**src/rtl/hazard_controller_if.sv**
```systemverilog
// hazard_controller_if
//   Bundles the pipeline-side signals seen by the hazard controller.
//   master : pipeline datapath (drives register ids, control bits and
//            memory handshake; receives forwarding/stall/flush controls)
//   slave  : hazard_controller
//   Signals:
//     de_rs1/de_rs2        source registers of the instruction in DE
//     ex_rs1/ex_rs2/ex_rd  register ids of the instruction in EX
//     ex_mem_reg           EX instruction is a load
//     mem_rd/mem_de_we     destination and write-enable of MEM instruction
//     wb_rd/wb_de_we       destination and write-enable of WB instruction
//     brn_taken            branch in EX resolved taken
//     dmem_req/dmem_ack    data-memory request from MEM / completion
//     fw_sel1/fw_sel2      EX operand sources (00 regfile, 01 MEM, 10 WB)
//     stall_*/flush_*      pipeline register hold / bubble controls
//     mem_err              one-cycle pulse on data-memory timeout
interface hazard_controller_if;
  logic [4:0] de_rs1;
  logic [4:0] de_rs2;
  logic [4:0] ex_rs1;
  logic [4:0] ex_rs2;
  logic [4:0] ex_rd;
  logic       ex_mem_reg;
  logic [4:0] mem_rd;
  logic       mem_de_we;
  logic [4:0] wb_rd;
  logic       wb_de_we;
  logic       brn_taken;
  logic       dmem_req;
  logic       dmem_ack;
  logic [1:0] fw_sel1;
  logic [1:0] fw_sel2;
  logic       stall_fe;
  logic       stall_de;
  logic       stall_ex;
  logic       stall_mem;
  logic       flush_de;
  logic       flush_ex;
  logic       flush_wb;
  logic       mem_err;

  modport master (
    output de_rs1, de_rs2, ex_rs1, ex_rs2, ex_rd, ex_mem_reg,
           mem_rd, mem_de_we, wb_rd, wb_de_we, brn_taken, dmem_req, dmem_ack,
    input  fw_sel1, fw_sel2, stall_fe, stall_de, stall_ex, stall_mem,
           flush_de, flush_ex, flush_wb, mem_err
  );

  modport slave (
    input  de_rs1, de_rs2, ex_rs1, ex_rs2, ex_rd, ex_mem_reg,
           mem_rd, mem_de_we, wb_rd, wb_de_we, brn_taken, dmem_req, dmem_ack,
    output fw_sel1, fw_sel2, stall_fe, stall_de, stall_ex, stall_mem,
           flush_de, flush_ex, flush_wb, mem_err
  );
endinterface

```
**src/rtl/hazard_controller.sv**
```systemverilog
// hazard_controller
//   Sequencing controller for a 5-stage RISC-V pipeline: operand
//   forwarding selects, load-use bubble, taken-branch flush and a
//   two-state FSM (RUN / MEM_WAIT) for multi-cycle data-memory accesses
//   with a timeout abort.
//   Ports:
//     clk  core clock, rising edge
//     rst  asynchronous active-high reset; forces every output to 0
//     hif  hazard_controller_if.slave (see interface file for signals)
//   Parameter:
//     MEM_TIMEOUT  max cycles spent in MEM_WAIT before abort (>= 2)
//   Optional build macro HAZARD_PERF_CNT_EN adds 32-bit wrapping
//   counters stall_cycles, flush_events and load_use_events.
module hazard_controller #(
  parameter int MEM_TIMEOUT = 16
) (
  input  logic               clk,
  input  logic               rst,
  hazard_controller_if.slave hif
`ifdef HAZARD_PERF_CNT_EN
  ,
  output logic [31:0]        stall_cycles,
  output logic [31:0]        flush_events,
  output logic [31:0]        load_use_events
`endif
);

  localparam int CNT_W = (MEM_TIMEOUT > 2) ? $clog2(MEM_TIMEOUT) : 1;
  localparam logic [CNT_W-1:0] CNT_MAX = CNT_W'(MEM_TIMEOUT - 1);

  localparam logic [0:0] ST_RUN      = 1'b0;
  localparam logic [0:0] ST_MEM_WAIT = 1'b1;

  logic [0:0]       state_reg, state_next;
  logic [CNT_W-1:0] cnt_reg, cnt_next;

  // Forwarding for both EX operands; MEM result has priority over WB, x0 never forwarded.
  logic [4:0] ex_rs [2];
  logic [1:0] fw_sel [2];
  assign ex_rs[0] = hif.ex_rs1;
  assign ex_rs[1] = hif.ex_rs2;

  generate
    for (genvar gi = 0; gi < 2; gi++) begin : g_fwd
      always_comb begin
        if (hif.mem_de_we && (hif.mem_rd != 5'd0) && (hif.mem_rd == ex_rs[gi]))
          fw_sel[gi] = 2'b01;
        else if (hif.wb_de_we && (hif.wb_rd != 5'd0) && (hif.wb_rd == ex_rs[gi]))
          fw_sel[gi] = 2'b10;
        else
          fw_sel[gi] = 2'b00;
      end
    end
  endgenerate

  logic load_use;
  assign load_use = hif.ex_mem_reg && (hif.ex_rd != 5'd0) &&
                    ((hif.ex_rd == hif.de_rs1) || (hif.ex_rd == hif.de_rs2));

  logic stall_all, stall_front, flush_de_c, flush_ex_c, flush_wb_c, mem_err_c;
  logic brn_act, load_use_act;

  always_comb begin
    state_next   = state_reg;
    cnt_next     = cnt_reg;
    stall_all    = 1'b0;
    stall_front  = 1'b0;
    flush_de_c   = 1'b0;
    flush_ex_c   = 1'b0;
    flush_wb_c   = 1'b0;
    mem_err_c    = 1'b0;
    brn_act      = 1'b0;
    load_use_act = 1'b0;
    if (state_reg == ST_RUN) begin
      if (hif.dmem_req && !hif.dmem_ack) begin
        // The whole pipe freezes while the access is outstanding; WB gets a bubble.
        stall_all  = 1'b1;
        flush_wb_c = 1'b1;
        cnt_next   = '0;
        state_next = ST_MEM_WAIT;
      end else if (hif.brn_taken) begin
        // The wrong-path instruction in DE is squashed, so its load-use hazard is moot.
        flush_de_c = 1'b1;
        flush_ex_c = 1'b1;
        brn_act    = 1'b1;
      end else if (load_use) begin
        stall_front  = 1'b1;
        flush_ex_c   = 1'b1;
        load_use_act = 1'b1;
      end
    end else begin
      // EX is frozen here, so branch / load-use are simply re-seen after return.
      if (hif.dmem_ack) begin
        cnt_next   = '0;
        state_next = ST_RUN;
      end else if (cnt_reg == CNT_MAX) begin
        // Abort: release the pipe but discard the faulting access.
        mem_err_c  = 1'b1;
        flush_wb_c = 1'b1;
        cnt_next   = '0;
        state_next = ST_RUN;
      end else begin
        stall_all  = 1'b1;
        flush_wb_c = 1'b1;
        cnt_next   = cnt_reg + 1'b1;
      end
    end
  end

  always_ff @(posedge clk or posedge rst) begin
    if (rst) begin
      state_reg <= ST_RUN;
      cnt_reg   <= '0;
    end else begin
      state_reg <= state_next;
      cnt_reg   <= cnt_next;
    end
  end

  // Outputs are gated by rst so they drop immediately, not at the next edge.
  assign hif.fw_sel1   = rst ? 2'b00 : fw_sel[0];
  assign hif.fw_sel2   = rst ? 2'b00 : fw_sel[1];
  assign hif.stall_fe  = !rst && (stall_all || stall_front);
  assign hif.stall_de  = !rst && (stall_all || stall_front);
  assign hif.stall_ex  = !rst && stall_all;
  assign hif.stall_mem = !rst && stall_all;
  assign hif.flush_de  = !rst && flush_de_c;
  assign hif.flush_ex  = !rst && flush_ex_c;
  assign hif.flush_wb  = !rst && flush_wb_c;
  assign hif.mem_err   = !rst && mem_err_c;

`ifdef HAZARD_PERF_CNT_EN
  logic [31:0] stall_cycles_reg, flush_events_reg, load_use_events_reg;

  always_ff @(posedge clk or posedge rst) begin
    if (rst) begin
      stall_cycles_reg    <= '0;
      flush_events_reg    <= '0;
      load_use_events_reg <= '0;
    end else begin
      if (stall_all || stall_front) stall_cycles_reg    <= stall_cycles_reg + 32'd1;
      if (brn_act)                  flush_events_reg    <= flush_events_reg + 32'd1;
      if (load_use_act)             load_use_events_reg <= load_use_events_reg + 32'd1;
    end
  end

  assign stall_cycles    = stall_cycles_reg;
  assign flush_events    = flush_events_reg;
  assign load_use_events = load_use_events_reg;
`else
  // Event strobes only feed the optional counters.
  logic unused_events;
  assign unused_events = brn_act ^ load_use_act;
`endif

endmodule

```
**src/flat_wrapper.sv**
```systemverilog
// flat-port wrapper written by rule: the top's interface ports become plain ports
module hazard_controller_flat 
#(
  parameter int MEM_TIMEOUT = 16
)
  (clk, rst, hif_de_rs1, hif_de_rs2, hif_ex_rs1, hif_ex_rs2, hif_ex_rd, hif_ex_mem_reg, hif_mem_rd, hif_mem_de_we, hif_wb_rd, hif_wb_de_we, hif_brn_taken, hif_dmem_req, hif_dmem_ack, hif_fw_sel1, hif_fw_sel2, hif_stall_fe, hif_stall_de, hif_stall_ex, hif_stall_mem, hif_flush_de, hif_flush_ex, hif_flush_wb, hif_mem_err);
  hazard_controller_if hif_i ();
  input  logic clk;
  input  logic rst;
  input wire logic [$bits(hif_i.de_rs1)-1:0] hif_de_rs1;
  input wire logic [$bits(hif_i.de_rs2)-1:0] hif_de_rs2;
  input wire logic [$bits(hif_i.ex_rs1)-1:0] hif_ex_rs1;
  input wire logic [$bits(hif_i.ex_rs2)-1:0] hif_ex_rs2;
  input wire logic [$bits(hif_i.ex_rd)-1:0] hif_ex_rd;
  input wire logic [$bits(hif_i.ex_mem_reg)-1:0] hif_ex_mem_reg;
  input wire logic [$bits(hif_i.mem_rd)-1:0] hif_mem_rd;
  input wire logic [$bits(hif_i.mem_de_we)-1:0] hif_mem_de_we;
  input wire logic [$bits(hif_i.wb_rd)-1:0] hif_wb_rd;
  input wire logic [$bits(hif_i.wb_de_we)-1:0] hif_wb_de_we;
  input wire logic [$bits(hif_i.brn_taken)-1:0] hif_brn_taken;
  input wire logic [$bits(hif_i.dmem_req)-1:0] hif_dmem_req;
  input wire logic [$bits(hif_i.dmem_ack)-1:0] hif_dmem_ack;
  output wire logic [$bits(hif_i.fw_sel1)-1:0] hif_fw_sel1;
  output wire logic [$bits(hif_i.fw_sel2)-1:0] hif_fw_sel2;
  output wire logic [$bits(hif_i.stall_fe)-1:0] hif_stall_fe;
  output wire logic [$bits(hif_i.stall_de)-1:0] hif_stall_de;
  output wire logic [$bits(hif_i.stall_ex)-1:0] hif_stall_ex;
  output wire logic [$bits(hif_i.stall_mem)-1:0] hif_stall_mem;
  output wire logic [$bits(hif_i.flush_de)-1:0] hif_flush_de;
  output wire logic [$bits(hif_i.flush_ex)-1:0] hif_flush_ex;
  output wire logic [$bits(hif_i.flush_wb)-1:0] hif_flush_wb;
  output wire logic [$bits(hif_i.mem_err)-1:0] hif_mem_err;
  assign hif_i.de_rs1 = hif_de_rs1;
  assign hif_i.de_rs2 = hif_de_rs2;
  assign hif_i.ex_rs1 = hif_ex_rs1;
  assign hif_i.ex_rs2 = hif_ex_rs2;
  assign hif_i.ex_rd = hif_ex_rd;
  assign hif_i.ex_mem_reg = hif_ex_mem_reg;
  assign hif_i.mem_rd = hif_mem_rd;
  assign hif_i.mem_de_we = hif_mem_de_we;
  assign hif_i.wb_rd = hif_wb_rd;
  assign hif_i.wb_de_we = hif_wb_de_we;
  assign hif_i.brn_taken = hif_brn_taken;
  assign hif_i.dmem_req = hif_dmem_req;
  assign hif_i.dmem_ack = hif_dmem_ack;
  assign hif_fw_sel1 = hif_i.fw_sel1;
  assign hif_fw_sel2 = hif_i.fw_sel2;
  assign hif_stall_fe = hif_i.stall_fe;
  assign hif_stall_de = hif_i.stall_de;
  assign hif_stall_ex = hif_i.stall_ex;
  assign hif_stall_mem = hif_i.stall_mem;
  assign hif_flush_de = hif_i.flush_de;
  assign hif_flush_ex = hif_i.flush_ex;
  assign hif_flush_wb = hif_i.flush_wb;
  assign hif_mem_err = hif_i.mem_err;
  hazard_controller #(.MEM_TIMEOUT(MEM_TIMEOUT)) u_core (.clk(clk), .rst(rst), .hif(hif_i));
endmodule
```
**config.mk**
```make
export PLATFORM = sky130hd
export DESIGN_NAME = hazard_controller_flat
export DESIGN_NICKNAME = d
export VERILOG_FILES = /design/src/rtl/hazard_controller_if.sv /design/src/rtl/hazard_controller.sv /design/src/flat_wrapper.sv
export SDC_FILE = /design/constraint.sdc
export NUM_CORES = 1
export LEC_CHECK = 0
export ABC_AREA = 0
export BUFFER_PORTS_ARGS = -buffer_cell sky130_fd_sc_hd__buf_4
export CAP_MARGIN = 10
export CORE_MARGIN = 8
export CORE_UTILIZATION = 35
export CTS_CLUSTER_DIAMETER = 60
export DETAILED_ROUTE_END_ITERATION = 7
export MAX_ROUTING_LAYER = met4
export PLACE_DENSITY = 0.74
export SLEW_MARGIN = 40
export SYNTH_ARGS = -nofsm -noshare
export SYNTH_HDL_FRONTEND = slang
export SYNTH_SLANG_ARGS = --single-unit
```
**constraint.sdc**
```tcl
create_clock -name clk -period 1.3 [get_ports clk]
set_input_delay 0 -clock clk [delete_from_list [all_inputs] [get_ports clk]]
set_output_delay 0 -clock clk [all_outputs]
set_load 0.005 [all_outputs]
```
== Yosys cells after proc, flatten, opt, wreduce, memory -nomap -nowiden ==
Index checks and enable logic that the tools add are counted.

* Output and inout bits: 12
* Input bits: 43
* Bits in registers: 5
* Logic and storage cells: 62

* Reductions and logical operators: 23
* Equality and inequality tests: 7
* Add/sub/neg operators: 1
* Muxes and demuxes: 29

{| class="wikitable"
|+ Operator list
! kind !! number
|-
| $eq 5x5->1 || 6
|-
| $mux 1 || 19
|-
| $mux 4 || 4
|-
| $logic_and 1x1->1 || 15
|-
| $reduce_bool 5->1 || 3
|-
| $mux 2 || 6
|-
| $add 4x1->4 const B || 1
|-
| $eq 4x4->1 const B || 1
|-
| $logic_not 1->1 || 2
|-
| $logic_or 1x1->1 || 2
|-
| $reduce_bool 2->1 || 1
|}

== Depth between registers and ports, before layout ==
* Depth after elaboration: 9
* Mapped depth: 5
* Depth with buffers taken out: 5

== Worst setup path before layout ==
Ideal clock, no wire load.

* Kind: flip-flop to output port
* From: register u_core.cnt_reg[0]
* To: output port hif_stall_fe
* Path slack: -53 ps
* Required time: 1,300 ps
* Buffers on the path: 1
* Cell stages (with the launch flop): 6
* Data arrival time: 1,353 ps
* Cells stage by stage: dfrtp_1 ha_1 and3_1 a21o_1 o22ai_1 buf_4

* Cells in the longest elaborated chain, start to end: 6

{| class="wikitable"
|+ RTL lines
! item !! line !! text
|-
| start: declaration || hazard_controller.sv:35 || <nowiki>logic [CNT_W-1:0] cnt_reg, cnt_next;</nowiki>
|-
| start signal: assignment || hazard_controller.sv:116 || <nowiki>cnt_reg <= cnt_next;</nowiki>
|-
| $eq 4x4->1 || hazard_controller.sv:96 || <nowiki>end else if (cnt_reg == CNT_MAX) begin</nowiki>
|-
| $mux 1 || hazard_controller.sv:96 ||
|-
| $mux 1 || hazard_controller.sv:93 || <nowiki>if (hif.dmem_ack) begin</nowiki>
|-
| $mux 1 || hazard_controller.sv:74 || <nowiki>if (state_reg == ST_RUN) begin</nowiki>
|-
| $logic_or 1x1->1 || -- ||
|-
| $logic_and 1x1->1 || -- ||
|-
| end: declaration || flat_wrapper.sv:25 || <nowiki>output wire logic [$bits(hif_i.stall_fe)-1:0] hif_stall_fe;</nowiki>
|}

Every way passes these cells.

== Worst setup path after layout ==
* From: register u_core.cnt_reg[0]
* To: output port hif_stall_fe

* Cells in the longest elaborated chain, start to end: 6

{| class="wikitable"
|+ RTL lines
! item !! line !! text
|-
| $eq 4x4->1 || hazard_controller.sv:96 ||
|-
| $mux 1 || hazard_controller.sv:96 ||
|-
| $mux 1 || hazard_controller.sv:93 ||
|-
| $mux 1 || hazard_controller.sv:74 ||
|-
| $logic_or 1x1->1 || hazard_controller.sv:123 || <nowiki>assign hif.stall_fe = !rst && (stall_all || stall_front);</nowiki>
|-
| $logic_and 1x1->1 || hazard_controller.sv:123 ||
|}

Every way passes these cells.

==> results.yml <==
placement:
  place_congestion: 0.778
  place_area_um2: 1230
  port_buffers: 54
  post-dp-hpwl_um: 2240
detailed_routing:
  ant_nets: 0
  viasPerCell: 4.88
  vias: 908
  drtIter0Drc: 25
  wl_um: 2590
  wire_per_inst_um: 13.9
  drc: 0
  drtPass1Iterations: 3
clock_tree:
  cts.path.max_buffers: 2
  clock-root-buffer: "clkbuf_4"
  clock_latency_ns: 0.25
  cts.clk_slew.worst_paths_ns: 0.04
  clock-sinks: 5
  cts_tree: "yes"
  htreeDepth: 1
  cts_buffers: 3
critical_path:
  cp.required_ns: 1.30
  crit_path_end_kind: "primary output"
  cp-startpoint: "u_core.cnt_reg[0]"
  worstRegToRegCells: 6
  critPathMaxFanout: 3
  start_kind: "register"
  arrival_ns: 1.52
  r2r-start: "u_core.cnt_reg[0]"
  reg2reg_to: "u_core.cnt_reg[3]"
  critPathKind: "reg -> out"
  r2r_slack_ns: 0.01
floorplan:
  start_util: 0.372
  die-height_um: 61.7
  coreArea_um2: 1960
  die_w_um: 61.7
  dieArea_um2: 3800
  fp-row-count: 16
  ios: 55
timing:
  max_freq_mhz: 658
  period_share: 1.17
  fin_crit_ns: 1.52
  fin_skew_ns: 0.00330
  finalHoldViolations: 0
  tightest_slew_ns: 0.314
  hold_ws_ns: 0.124
  finalSetupViolations: 5
  setup_ws_ns: -0.219
  max_slew_margin: 0.790
  slew_viol_final: 0
  rsz0062_at_grt: "true"
synth:
  ys_seq_area_frac: 0.172
  synth_area_leaders: "xor2_1 (22%), dfrtp_1 (17%), xnor2_1 (16%)"
  synth_top_area_cell: "xor2_1"
  synthDistinctLibCells: 31
  synth_cells: 91
  ys_ff_latch: 5
  synth_nets: 135
  avgSynthCellArea_um2: 8.02
  synth_top_area_frac: 0.216
  yosysWarnings: 0
  syn_area_um2: 729
min_path:
  worstHoldEndpoint: "u_core.cnt_reg[2]"
  hp-class: "in -> reg"
  whs_path_depth: 4
  hp-start: "hif_dmem_req"
final_layout:
  fin_nets: 204
  synthToLayoutAreaGrowth_pct: 81.8
  fin_area_um2: 1330
  largest_reg_flops: 4
  diodes: 0
  drive_gt1_frac: 0.509
grt:
  grt_pass1_vias: 1071
  grt_usage: 0.155
  antenna_found_initial: 0
  grt_pass1_wl_um: 4320
  grt_max_degree: 9
  grt_overflow: 0
outcome:
  violations: "negative setup slack"
  status: "finished, violations left"
power:
  cellLeakagePower_nw: 0.614
  vdd_drop_max_uv: 384
  p_per_area_nw_per_um2: 536
flow_run:
  max_cap_violations: 0
## cell type report
class / instances / area (µm²)
fill: 174 / 636
clock buffer: 4 / 26.3
sequential: 5 / 125
timing repair buffer: 67 / 505
inverter: 3 / 11.3
tap: 27 / 33.8
multi-input combinational: 80 / 624
## report_power, final
group          leakage [nW]  internal, mW  switching (mW)
clock                0.0150         0.116          0.0666
combinational         0.532         0.205           0.152
sequential           0.0670         0.166         0.00614
## worst max-delay path by stage
| stage | slack, ns | to | cells after the start |
|---|---|---|---|
| global route | -0.31 | hif_stall_de | 5 |
| CTS | -0.21 | hif_stall_de | 5 |
| global placement | 0.0006 | hif_fw_sel1[1] | 6 |
| finish | -0.22 | hif_stall_fe | 5 |
| detailed placement | -0.04 | hif_fw_sel1[1] | 6 |
| floorplan | 0.01 | hif_stall_fe | 5 |
## metal layers
metal,GRT usage,vias to the layer above,share of wire
met5,-,-,0
met4,0.0422,0,0.012
met3,0.0585,4,0.072
met2,0.276,37,0.52
met1,0.153,412,0.40
li1,-,455,-
## critical path, cell delays in order (launching register included)
cell     delay, ns
dfrtp_1       0.38
ha_2          0.19
and3_4        0.18
a21o_1        0.19
o22ai_2       0.20
buf_4         0.14
## what timing repair did
item | 4_1_cts | 5_1_grt
pin swaps | 7 | 7
hold buffers | 1 | 0
setup endpoints to repair | 7 | 8
buffers inserted | 2 | 2
gates resized for setup | 6 | 4
hold endpoints to repair | 5 | 0
## cells in the final DEF (no fill, tap or decap), types with 2 or more instances in the layout
cell | netlist | layout
inv_1 | 3 | 3
nor4_1 | 2 | 2
o21ai_1 | 0 | 2
nor3b_2 | 0 | 2
nand2_1 | 5 | 5
xor2_1 | 18 | 18
clkbuf_4 | 0 | 3
or4_1 | 3 | 2
dfrtp_1 | 5 | 5
nor3_1 | 6 | 4
nand3_1 | 5 | 5
buf_4 | 2 | 66
nor3_2 | 1 | 3
o31ai_1 | 2 | 2
xnor2_1 | 13 | 13
nor2_1 | 5 | 5
## cell usage after synthesis (all sizes together)
| master | number |
|---|---|
| o211ai | 1 |
| or4 | 3 |
| xor2 | 18 |
| nand2b | 1 |
| nand2 | 5 |
| a22oi | 1 |
| xnor2 | 13 |
| nor2 | 5 |
| and3 | 1 |
| a21o | 1 |
| dfrtp | 5 |
| nor4 | 3 |
| nand4b | 1 |
| o22ai | 1 |
| clkbuf | 1 |
| buf | 2 |
| inv | 3 |
| o31ai | 2 |
| nand3 | 5 |
| ha | 1 |
| a211oi | 1 |
| a21oi | 1 |
| and2 | 1 |
| o21ai | 4 |
| o21bai | 1 |
| nor3 | 7 |
| a32o | 1 |
| nor3b | 2 |
## stage by stage
| step | TNS, ns | worst slack (ns) | std cells | util | total power, mW |
|---|---|---|---|---|---|
| after floorplan | 0 | 0.0143 | 91 | - | 0.318 |
| after global placement | 0 | 0.000578 | 178 | 0.626 | 0.509 |
| after detailed placement | -0.0365 | -0.0365 | 178 | 0.626 | 0.518 |
| after CTS | -0.873 | -0.211 | 185 | 0.667 | 0.720 |
| after global routing | -1.36 | -0.311 | 186 | 0.676 | 0.779 |
| final | -0.868 | -0.219 | 186 | 0.676 | 0.712 |
## cell families after synthesis
logic type / count (synthesis) / share of synthesized area
adders and majority gates: 1 / 0.0171
AOI/OAI and AO/OA: 14 / 0.134
and+or+nand+nor: 34 / 0.264
xor gates and xnor gates: 31 / 0.372
DFF: 5 / 0.172
buffers and inverters: 6 / 0.0412
(Power assumes the default switching activity.)
